$ cat config.mk
export PLATFORM = sky130hd
export DESIGN_NAME = select_out_arb
export DESIGN_NICKNAME = d
export VERILOG_FILES = /design/src/rtl/select_out_pkg.sv /design/src/rtl/rr_grant.sv /design/src/rtl/select_out_arb.sv
export SDC_FILE = /design/constraint.sdc
export NUM_CORES = 1
export LEC_CHECK = 0
export BUFFER_PORTS_ARGS = -buffer_cell sky130_fd_sc_hd__buf_2
export CORE_ASPECT_RATIO = 0.7
export CORE_MARGIN = 2
export CORE_UTILIZATION = 40
export DETAILED_ROUTE_END_ITERATION = 10
export PLACE_DENSITY = 0.83
export SKIP_CTS_REPAIR_TIMING = 1
export SLEW_MARGIN = 20
export SYNTH_ARGS = -nofsm -noshare
export SYNTH_HDL_FRONTEND = slang
export SYNTH_SLANG_ARGS = --single-unit
$ cat constraint.sdc
create_clock -name CLK -period 4.1 [get_ports CLK]
set_input_delay 0 -clock CLK [delete_from_list [all_inputs] [get_ports CLK]]
set_output_delay 0 -clock CLK [all_outputs]
set_load 0.1 [all_outputs]
$ cat src/rtl/select_out_pkg.sv
// Shared definitions for the select_out_arb funnel: operating modes and
// the bit layout of the select_v configuration word.
package select_out_pkg;

    typedef enum logic {
        MODE_FIXED = 1'b0,
        MODE_RR    = 1'b1
    } mode_e;

    // Index field occupies the bits below the mode bit, so an index that
    // does not fit in the channel range is still visible and can be flagged.
    localparam int SEL_IDX_LSB  = 0;
    localparam int SEL_MODE_BIT = 16;
    localparam int SEL_IDX_W    = SEL_MODE_BIT - SEL_IDX_LSB;

endpackage

$ cat src/rtl/rr_grant.sv
// Rotate-priority picker: grants the first requester found scanning
// ptr_i, ptr_i+1, ... with wrap modulo funnelWidth.
module rr_grant #(
    parameter  int funnelWidth = 8,
    localparam int idxW        = $clog2(funnelWidth)
) (
    input  logic [funnelWidth-1:0] req_i,
    input  logic [idxW-1:0]        ptr_i,
    output logic [funnelWidth-1:0] gnt_o,
    output logic [idxW-1:0]        gnt_idx_o,
    output logic                   any_o
);

    // Scan from the pointer and stop at the first set request bit.
    always_comb begin
        gnt_o     = '0;
        gnt_idx_o = '0;
        any_o     = 1'b0;
        for (int k = 0; k < funnelWidth; k++) begin
            int j;
            j = int'(ptr_i) + k;
            if (j >= funnelWidth) j = j - funnelWidth;
            if (!any_o && req_i[j]) begin
                any_o     = 1'b1;
                gnt_idx_o = idxW'(j);
                gnt_o[j]  = 1'b1;
            end
        end
    end

endmodule

$ cat src/rtl/select_out_arb.sv
// Funnels funnelWidth input pipes onto one registered output pipe, either
// from a programmed fixed channel or by round-robin over eligible channels.
//
// Handshake: a beat moves across an interface on a cycle where the source's
// RDY and the sink's ENA are both 1. On the output, out_deq__ENA while
// out_deq__RDY = 0 is ignored. On the inputs, in_deq__ENA[i] is only raised
// while in_first__RDY[i] = 1, and never while the output register is full
// and not being drained in the same cycle.
module select_out_arb
    import select_out_pkg::*;
#(
    parameter  int funnelWidth = 8,
    parameter  int width       = 16,
    localparam int idxW        = $clog2(funnelWidth)
) (
    input  logic                         CLK,
    input  logic                         nRST,
    input  logic                         select__ENA,
    input  logic [31:0]                  select_v,
    output logic                         select__RDY,
    input  logic                         mask__ENA,
    input  logic [funnelWidth-1:0]       mask_v,
    output logic                         mask__RDY,
    input  logic [funnelWidth*width-1:0] in_first,
    input  logic [funnelWidth-1:0]       in_first__RDY,
    output logic [funnelWidth-1:0]       in_deq__ENA,
    output logic [width-1:0]             out_first,
    output logic [idxW-1:0]              out_tag,
    output logic                         out_first__RDY,
    output logic                         out_deq__RDY,
    input  logic                         out_deq__ENA,
    output logic                         err_index,
    output logic [31:0]                  beat_count
);

    logic                   valid_q, valid_d;
    logic [width-1:0]       data_q, data_d;
    logic [idxW-1:0]        tag_q, tag_d;
    logic [idxW-1:0]        index_q, index_d;
    logic                   index_valid_q, index_valid_d;
    mode_e                  mode_q, mode_d;
    logic [idxW-1:0]        ptr_q, ptr_d;
    logic [funnelWidth-1:0] mask_q, mask_d;
    logic                   err_q, err_d;
    logic [31:0]            beat_q, beat_d;

    logic [funnelWidth-1:0] eligible;
    logic [funnelWidth-1:0] rr_gnt;
    logic [idxW-1:0]        rr_idx;
    logic                   rr_any;
    logic                   fix_any;
    logic [funnelWidth-1:0] gnt_oh;
    logic [idxW-1:0]        gnt_idx;
    logic                   gnt_any;
    logic                   drain;
    logic                   load;
    logic [width-1:0]       chan_data [funnelWidth];
    logic [SEL_IDX_W-1:0]   sel_idx_field;
    logic                   sel_bad;
    logic                   unused_sel_bits;

    for (genvar g = 0; g < funnelWidth; g++) begin : g_unpack
        assign chan_data[g] = in_first[g*width +: width];
    end

    assign sel_idx_field   = select_v[SEL_MODE_BIT-1:SEL_IDX_LSB];
    assign sel_bad         = 32'(sel_idx_field) >= 32'(funnelWidth);
    assign unused_sel_bits = ^select_v[31:SEL_MODE_BIT+1];

    assign eligible = mask_q & in_first__RDY;

    rr_grant #(.funnelWidth(funnelWidth)) u_rr_grant (
        .req_i     (eligible),
        .ptr_i     (ptr_q),
        .gnt_o     (rr_gnt),
        .gnt_idx_o (rr_idx),
        .any_o     (rr_any)
    );

    assign fix_any = index_valid_q && eligible[index_q];

    // Choose the grant source for the current mode.
    always_comb begin
        gnt_oh  = '0;
        gnt_idx = index_q;
        gnt_any = fix_any;
        if (mode_q == MODE_RR) begin
            gnt_oh  = rr_gnt;
            gnt_idx = rr_idx;
            gnt_any = rr_any;
        end else begin
            gnt_oh[index_q] = fix_any;
        end
    end

    // A legal pop frees the register; a grant refills it in the same cycle.
    assign drain = out_deq__ENA && valid_q;
    assign load  = (!valid_q || drain) && gnt_any;

    assign in_deq__ENA    = (load && nRST) ? gnt_oh : '0;
    assign out_first      = data_q;
    assign out_tag        = tag_q;
    assign out_first__RDY = valid_q;
    assign out_deq__RDY   = valid_q;
    assign err_index      = err_q;
    assign beat_count     = beat_q;
    assign select__RDY    = 1'b1;
    assign mask__RDY      = 1'b1;

    // Next state for output register, pointer, config, mask and counter.
    always_comb begin
        valid_d       = valid_q;
        data_d        = data_q;
        tag_d         = tag_q;
        index_d       = index_q;
        index_valid_d = index_valid_q;
        mode_d        = mode_q;
        ptr_d         = ptr_q;
        mask_d        = mask_q;
        err_d         = err_q;
        beat_d        = beat_q;

        if (drain) begin
            valid_d = 1'b0;
            beat_d  = beat_q + 32'd1;
        end
        if (load) begin
            valid_d = 1'b1;
            data_d  = chan_data[gnt_idx];
            tag_d   = gnt_idx;
            if (mode_q == MODE_RR) begin
                ptr_d = (gnt_idx == idxW'(funnelWidth - 1)) ? '0 : gnt_idx + idxW'(1);
            end
        end
        // Config and mask writes land at the edge, so grants this cycle
        // still see the old values.
        if (select__ENA) begin
            index_d       = select_v[SEL_IDX_LSB +: idxW];
            mode_d        = mode_e'(select_v[SEL_MODE_BIT]);
            index_valid_d = !sel_bad;
            if (sel_bad) err_d = 1'b1;
        end
        if (mask__ENA) begin
            mask_d = mask_v;
        end
    end

    // State registers with asynchronous active-low reset.
    always_ff @(posedge CLK or negedge nRST) begin
        if (!nRST) begin
            valid_q       <= 1'b0;
            data_q        <= '0;
            tag_q         <= '0;
            index_q       <= '0;
            index_valid_q <= 1'b0;
            mode_q        <= MODE_FIXED;
            ptr_q         <= '0;
            mask_q        <= '1;
            err_q         <= 1'b0;
            beat_q        <= '0;
        end else begin
            valid_q       <= valid_d;
            data_q        <= data_d;
            tag_q         <= tag_d;
            index_q       <= index_d;
            index_valid_q <= index_valid_d;
            mode_q        <= mode_d;
            ptr_q         <= ptr_d;
            mask_q        <= mask_d;
            err_q         <= err_d;
            beat_q        <= beat_d;
        end
    end

endmodule

Word level (Yosys, flattened, before mapping):

Cells that the tools add are included.

* flip-flop bits (word level): 69
* output and inout bits: 64
* input bits: 181
* logic and storage cells: 185

* equal/unequal tests: 1
* add/subtract/negate cells: 17
* muxes and demuxes: 86
* reductions and logical operators: 33
* bitwise gates (word level): 10
* order comparisons: 28

Operators with widths (number)
* $ge A32 B1 Y1 const B: 8
* $lt A32 B5 Y1 const B: 8
* $mux W32: 8
* $ge A32 B5 Y1 const B: 7
* $sub A32 B5 Y32 const B: 7
* $mux W8: 10
* $or A8 B8 Y8: 7
* $bmux W16 S3: 1
* $mux W1: 37
* $add A32 B1 Y32 const B: 1
* $mux W16: 2
* $mux W3: 10
* $bmux W1 S3: 9
* $demux W1 S3: 9
* $logic_and A1 B1 Y1: 20
* $add A3 B3 Y4 const B: 4
* $and A8 B8 Y8: 2
* $ge A16 B4 Y1 const B: 1
* $logic_not A1 Y1: 9
* $add A3 B2 Y4 const B: 2
* $sub A3 B4 Y5 const B: 1
* $add A3 B1 Y4 const B: 1
* $ge A3 B4 Y1 const B: 1
* $ge A4 B4 Y1 const B: 1
* 8 further kinds: 9

Longest topological paths before layout:

Gate-level depths: netlist of run 1.

* depth in word-level cells: 32
* gate-level depth with buffers: 16
* depth with buffers taken out: 13

By module:

Synthesis of run 1 repeated with hierarchy kept, for this count alone.

* cells, all modules: 584
* area, all modules: 5959.5 µm²

Modules (own cells, without submodules)
* select_out_arb: seq. area each 1736.7 µm², times used 1, cells an instance 410, area each 4494.3 µm²
* rr_grant: seq. area each 0.0 µm², times used 1, cells an instance 174, area each 1465.2 µm²

Worst setup path before layout of run 1:

No wires, ideal clock.

* path kind: flip-flop to output port
* start: reg ptr_q[1]
* end: out in_deq__ENA[7]
* arrival: 4.474 ns
* slack: -0.374 ns
* data required time: 4.100 ns
* buffers on the path: 2
* stages on the path, launching flop included: 12
* cells stage by stage: dfrtp_1 > buf_2 > inv_2 > ha_1 > buf_2 > inv_2 > mux4_2 > o41ai_1 > nand2b_1 > mux2_2 > a221o_1 > a21oi_1

* cells in the longest elaborated chain, start to end: 31
* elaborated cells between the ends (all ways): 137
* classes of those cells: add/sub: 15; order compare: 24; mux: 67; bitwise: 7; reduce/logical: 24

Ends and longest elaborated chain
* from (decl): line select_out_arb.sv:42 `logic [idxW-1:0] ptr_q, ptr_d;`
* from (signal assigned): line select_out_arb.sv:168 `ptr_q <= ptr_d;`
* branches (longest 30 deep; another with $sub A32 B5 Y32)
* $mux W8 *: line select_out_arb.sv:100 `assign in_deq__ENA = (load && nRST) ? gnt_oh : '0;`
* to (decl): line select_out_arb.sv:26 `output logic [funnelWidth-1:0] in_deq__ENA,`

Mark *: on every way between the ends. The select of a mux whose other input is x is not followed.

Worst setup path after layout of run 1:

* start: reg ptr_q[0]
* end: out in_deq__ENA[1]

The elaborated chain is that of the path after synthesis.

==> metrics.md, run 1 <==
| Metric | Value |
|---|---|
| Register-to-Register Path Depth | `12` |
| Initial antenna violation count | `1` |
| Largest net degree at the start of global routing | `70` |
| CTS tree | `yes` |
| Yosys reg bits | `69` |
| Synth area leader | `dfrtp_1` |
| Gpl congestion | `0.999` |
| Post-DP HPWL | `14100 microns` |
| Power per cell area | `843 nW/um^2` |
| End point of the critical path | `in_deq__ENA[1]` |
| Register clock-pin slew on the reported worst setup and hold paths | `0.07 ns` |
| Cell family with most CP delay | `simple AND/OR/NAND/NOR gates` |
| Filler Cells Inserted | `1232` |
| Via Count | `5781` |
| Clock Tree Buf Depth | `2` |
| Number of cells after detailed placement | `984` |
| DIE HEIGHT | `104 microns` |
| Max incr delay on CP | `0.60 ns` |
| Routed Antenna Nets | `0` |
| Synthesis Warnings | `0` |
| Max_cap viols | `0` |
| Synthesized area | `5720 sq um` |
| Leakage | `3.68 nW` |
| WP data required | `4.10 ns` |
| Initial DRC count | `564` |
| VDD IR max | `0.000448 V` |
| # diodes | `0` |
| Period minus WS final | `4.00 ns` |
| Crit path from | `ptr_q[0]$_DFFE_PN0P_` |
| Setup Skew | `0.00898 ns` |
| Die ar. | `15300 sq um` |
| RSZ-0062 raised after global routing | `no` |
| Outcome | `finished, violations left` |
| CP Data Arrival Time | `4.00 ns` |
| Post-synth EDFFs | `0` |
| Root Buffer | `clkbuf_16` |
| Port Buffers | `227` |
| Primary FF master, synth | `dfrtp_1` |
| Most frequent cell after synthesis | `nand2_1` |
| CTS Buf Count | `9` |
| Routed WL | `18700 microns` |
| Layout cell share with drive strength beyond 1 | `41.9%` |
| Tot GR Track Use | `23.6%` |
| Synthesis-to-layout area growth | `34.5%` |
| Initial Util | `41.0%` |
| Fin Hold WS | `-0.0728 ns` |
| Worst Path Max Fanout | `32` |
| Mapped Cells | `586` |
| Setup violations, final | `0` |
| Relative max-transition margin | `41.6%` |
| Core region area | `14000 sq um` |
| Worst Setup End Kind | `primary output` |
| Die Wd | `147 microns` |
| Async SR Flop Fraction | `100%` |
| Worst min path class | `in2async` |
| Vias in the first global route | `5596` |
| Residual DRC | `0` |
| Sequential area share after synthesis | `30.4%` |
| Crit path kind | `reg2out` |
| Avg Inst Size Synth | `9.76 sq um` |
| Fmax | `0.250 GHz` |
| First-pass DRT Iterations | `5` |
| Row count | `36` |
| Crit path cell chain | `buf_4 -> ha_2 -> xnor2_2 -> mux4_2 -> nand4_1 -> or3b_2 -> o21ai_0 -> o21ai_0 -> a21oi_1 -> a32oi_1 -> nor2_2 -> buf_12` |
| Area share of the leading cell type in the synthesized netlist | `26.7%` |
| R2r endpoint | `out_first[11]$_DFFE_PN0P_` |
| Synth area leaders | `dfrtp_1, mux2i_1, mux4_2` |
| H-tree levels | `3` |
| Average wire per standard cell | `18.4 microns` |
| Final instance count without filler cells | `1014` |
| Post-synth cell types | `64` |
| First-pass GRT wire length | `29300 microns` |
| Most used cell, CP | `o21ai_0` |
| Final Hold Vio Count | `61` |
| Crit path max-delay cell type | `or3b_2` |
| Synth top cells by count | `nand2_1, dfrtp_1, mux2i_1` |
| Register-to-Register Setup Slack | `0.19 ns` |
| Vias/cell | `5.70` |
| CP bufs+invs | `2` |
| Later-pin clock latency in the skew report | `0.33 ns` |
| TritonCTS Sinks | `69` |
| Cell depth of the worst setup path | `12` |
| Fin crit share | `97.7%` |
| Io pins | `245` |
| CP Launch Type | `flop` |
| Failing checks | `hold timing` |
| Total negative slack | `0 ns` |
| Tightest Pin Transition | `0.876 ns` |
| Final Max Slew Viols | `0` |
| GRT Residual Overflow | `0` |
| Reg2reg start | `ptr_q[0]$_DFFE_PN0P_` |
| Layout Nets | `1011` |
how the worst min path moves through the flow:
| stage | from | end | slack, ns | cells past startpoint |
|---|---|---|---|---|
| after detailed placement | mask_v[5] | mask_q[5]$_DFFE_PN1P_ | 0.24 | 2 |
| final | nRST | index_q[1]$_DFFE_PN0P_ | -0.07 | 2 |
| after CTS | mask_v[5] | mask_q[5]$_DFFE_PN1P_ | -0.11 | 2 |
| after global placement | mask_v[0] | mask_q[0]$_DFFE_PN1P_ | 0.23 | 2 |
| after floorplan | nRST | beat_count[0]$_DFFE_PN0P_ | -0.30 | 0 |
| after global routing | nRST | index_q[1]$_DFFE_PN0P_ | 0.02 | 2 |
placed cells by master, fill, tap and decap left out, types with 14 or more instances in the layout:
cell,synthesis,routed
mux2_2,18,18
and3_1,28,28
mux2i_1,54,54
dfrtp_1,61,61
dlygate4sd3_1,0,14
nand3_1,37,35
xnor2_1,24,23
buf_2,9,219
a211oi_1,18,18
nand2_1,66,65
mux4_2,16,16
nor2_1,17,14
a211o_1,22,22
buf_4,9,19
registers in the layout, indices dropped and copies added, names as in the netlist:
signal         cells
mode_q             1
ptr_q              3
out_deq__RDY       1
index_q            3
beat_count        32
mask_q             8
index_valid_q      1
err_index          1
out_tag            3
out_first         16
final cells by class:
class	count	area (sq um)	area share [%]
Sequential cell	69	1740	22.6
Clock buffer	9	225	2.93
Clock inverter	7	105	1.37
Inverter	10	37.5	0.488
Timing Repair Buffer	261	1560	20.3
Multi-Input combinational cell	468	3790	49.3
Tap cell	190	238	3.09
cells by family (layout without fill, tap and decap cells):
group	count (synthesis)	count (layout)	synth area share, %
AND/OR/NAND/NOR	199	199	18.2
buffers and inverters	50	287	4.46
multiplexers	95	95	21.1
XOR/XNOR	35	35	5.36
AO/OA/AOI/OAI	126	126	18.0
flip-flops	69	69	30.4
adder cells (fa/ha/maj)	11	11	2.41
other	1	2	0.0656
per-stage QoR:
step,setup slack [ns],utilization [%],instance area (sq um),total power (W)
6_report,0.0957,55.1,7690,0.00649
5_1_grt,0.00972,55.1,7690,0.00682
4_1_cts,0.0629,54.0,7530,0.00642
3_5_place_dp,0.238,51.6,7200,0.00552
3_3_place_gp,0.304,51.6,7200,0.00547
2_1_floorplan,0.0746,-,5750,0.00454
routing by layer:
metal  GRT usage, %  routed length (microns)
met1           32.3                     8070
met5              0                        0
met3           7.19                     1680
met2           37.4                     8680
met4           4.19                      246
power breakdown:
group,switching (W),total [W],leakage (nW),internal [W]
clock,0.000326,0.000868,0.159,0.000542
sequential,0.000115,0.000955,0.874,0.000840
combinational,0.00307,0.00467,2.65,0.00160
No activity file was read; power rests on OpenSTA's default activity.
==> run 2, diff against run 1 <==
CORE_UTILIZATION = 44   (was 40)
PLACE_DENSITY = 0.89   (was 0.83)
==> run 2 against run 1 <==
Effect of this change: the run still ends with hold timing left; sequential share of layout area is 0.21 points higher; global-route usage is 1.9 points higher; critical path depth is 1 lower; cell count is 2.7% lower; cell area is 0.94% lower; die area is 8.8% lower; utilization is 5.6 points higher; clock skew is 0.0020 ns higher; clock power is 12% lower.
==> metrics.md, run 2 (synthesized netlist as in run 1, its figures left out) <==
| Metric | Value |
|---|---|
| Initial DRC count | `444` |
| Period minus WS final | `3.94 ns` |
| Die Wd | `140 microns` |
| Most common cell after layout, fill and taps aside | `buf_2` |
| Crit path kind | `reg2out` |
| Residual DRC | `0` |
| Commonest cells after routing, fill and taps aside | `buf_2, nand2_1, dfrtp_1` |
| DR top layer | `met4` |
| Relative max-transition margin | `41.5%` |
| Worst Setup End Kind | `primary output` |
| Initial Util | `45.6%` |
| Leakage | `3.66 nW` |
| Via Count | `5816` |
| Most used cell, CP | `buf_4` |
| Tot GR Track Use | `25.5%` |
| Clock Tree Buf Depth | `2` |
| Setup violations, final | `0` |
| CP Launch Type | `flop` |
| Max_cap viols | `0` |
| Routed Antenna Nets | `0` |
| Max incr delay on CP | `0.60 ns` |
| WP data required | `4.10 ns` |
| CTS tree | `yes` |
| Failing checks | `hold timing` |
| Cell family with most CP delay | `compound AO/OA/AOI/OAI gates` |
| Row count | `34` |
| Final Hold Vio Count | `62` |
| Filler Cells Inserted | `997` |
| Port Buffers | `227` |
| Power per cell area | `837 nW/um^2` |
| Average wire per standard cell | `18.9 microns` |
| Gpl congestion | `0.990` |
| CP bufs+invs | `3` |
| Metal3 WL | `1740 microns` |
| TritonCTS Sinks | `69` |
| First-pass GRT wire length | `28600 microns` |
| Register-to-Register Path Depth | `12` |
| Layout Nets | `1011` |
| Final Max Slew Viols | `0` |
| Cell depth of the worst setup path | `11` |
| Synthesis-to-layout area growth | `33.2%` |
| Routed WL | `18600 microns` |
| WL met1 | `7890 microns` |
| First-pass DRT Iterations | `5` |
| Crit path cell chain | `buf_4 -> buf_4 -> nand3_1 -> o21a_1 -> mux4_2 -> nand4_1 -> nor4_1 -> a21oi_1 -> nand3_2 -> a21oi_2 -> buf_12` |
| Later-pin clock latency in the skew report | `0.33 ns` |
| Met2 wire length | `8690 microns` |
| Vias/cell | `5.89` |
| Fin Hold WS | `-0.0594 ns` |
| Io pins | `245` |
| Layout cell share with drive strength beyond 1 | `42.0%` |
| Final instance count without filler cells | `987` |
| CTS Buf Count | `9` |
| Vias in the first global route | `5508` |
| Fin crit share | `96.1%` |
| Total power | `0.00638 W` |
| Register clock-pin slew on the reported worst setup and hold paths | `0.07 ns` |
| Outcome | `finished, violations left` |
| Reg2reg start | `ptr_q[0]$_DFFE_PN0P_` |
| Post-DP HPWL | `14100 microns` |
| Register-to-Register Setup Slack | `0.17 ns` |
| Crit path max-delay cell type | `mux4_2` |
| R2r endpoint | `out_first[5]$_DFFE_PN0P_` |
| Worst min path class | `in2async` |
| Fmax | `0.254 GHz` |
| CP Data Arrival Time | `3.94 ns` |
| Largest net degree at the start of global routing | `70` |
| Worst Path Max Fanout | `19` |
| Max reg flops | `32` |
| Tightest Pin Transition | `0.877 ns` |
| H-tree levels | `3` |
| Setup Skew | `0.0110 ns` |
| Die ar. | `13900 sq um` |
| Initial antenna violation count | `1` |
| Root Buffer | `clkbuf_16` |
| GRT Residual Overflow | `0` |
| DIE HEIGHT | `99.4 microns` |
| Number of cells after detailed placement | `958` |
| VDD IR max | `0.000460 V` |
| Core region area | `12500 sq um` |
run 2: metal layers:
layer	up-vias	global-route usage, %
met4	0	5.91
met5	-	0
met3	32	6.55
met2	307	40.7
met1	2775	35.1
li1	2702	-
run 2: how the worst max path moves through the flow:
stage,from,slack (ns),end
2_1_floorplan,ptr_q[1]$_DFFE_PN0P_,0.07,ptr_q[2]$_DFFE_PN0P_
3_3_place_gp,ptr_q[0]$_DFFE_PN0P_,0.24,out_first[5]$_DFFE_PN0P_
3_5_place_dp,ptr_q[0]$_DFFE_PN0P_,0.20,out_first[6]$_DFFE_PN0P_
4_1_cts,ptr_q[0]$_DFFE_PN0P_,0.06,in_deq__ENA[1]
5_1_grt,ptr_q[0]$_DFFE_PN0P_,-0.006,in_deq__ENA[5]
6_report,ptr_q[0]$_DFFE_PN0P_,0.16,in_deq__ENA[7]
run 2: where the power goes:
| part | internal (W) | switching (W) |
|---|---|---|
| Combinational | 0.00162 | 0.00302 |
| Clock | 0.000425 | 0.000339 |
| Sequential | 0.000840 | 0.000129 |
run 2: through the flow:
stage | setup slack, ns | instance area, sq um | utilization (%) | TNS [ns] | hold slack, ns
after floorplan | 0.0746 | 5750 | - | 0 | -0.296
after global placement | 0.237 | 7180 | 57.2 | 0 | 0.232
after detailed placement | 0.196 | 7180 | 57.2 | 0 | 0.237
after CTS | 0.0590 | 7470 | 59.6 | 0 | -0.101
after global routing | -0.00614 | 7620 | 60.7 | -0.00983 | -0.00354
final | 0.159 | 7620 | 60.7 | 0 | -0.0594
run 2: worst register-to-register path, cell delays in order (launching register included):
cell and delay, ns:
dfrtp_1 0.38, buf_4 0.23, buf_4 0.26, nand3_1 0.17
o21a_1 0.19, mux4_2 0.59, nor4_4 0.52, o311ai_4 0.22
buf_4 0.30, and3_1 0.20, a211oi_1 0.39, a211oi_1 0.11
a221o_1 0.27
run 2: final cells by class:
type / instances / area (sq um) / area share, %
Antenna cell: 1 / 2.50 / 0.0328
Clock inverter: 7 / 63.8 / 0.837
Clock buffer: 9 / 225 / 2.95
Inverter: 10 / 37.5 / 0.492
Timing Repair Buffer: 261 / 1550 / 20.4
Tap cell: 162 / 203 / 2.66
Sequential cell: 69 / 1740 / 22.8
Multi-Input combinational cell: 468 / 3800 / 49.9
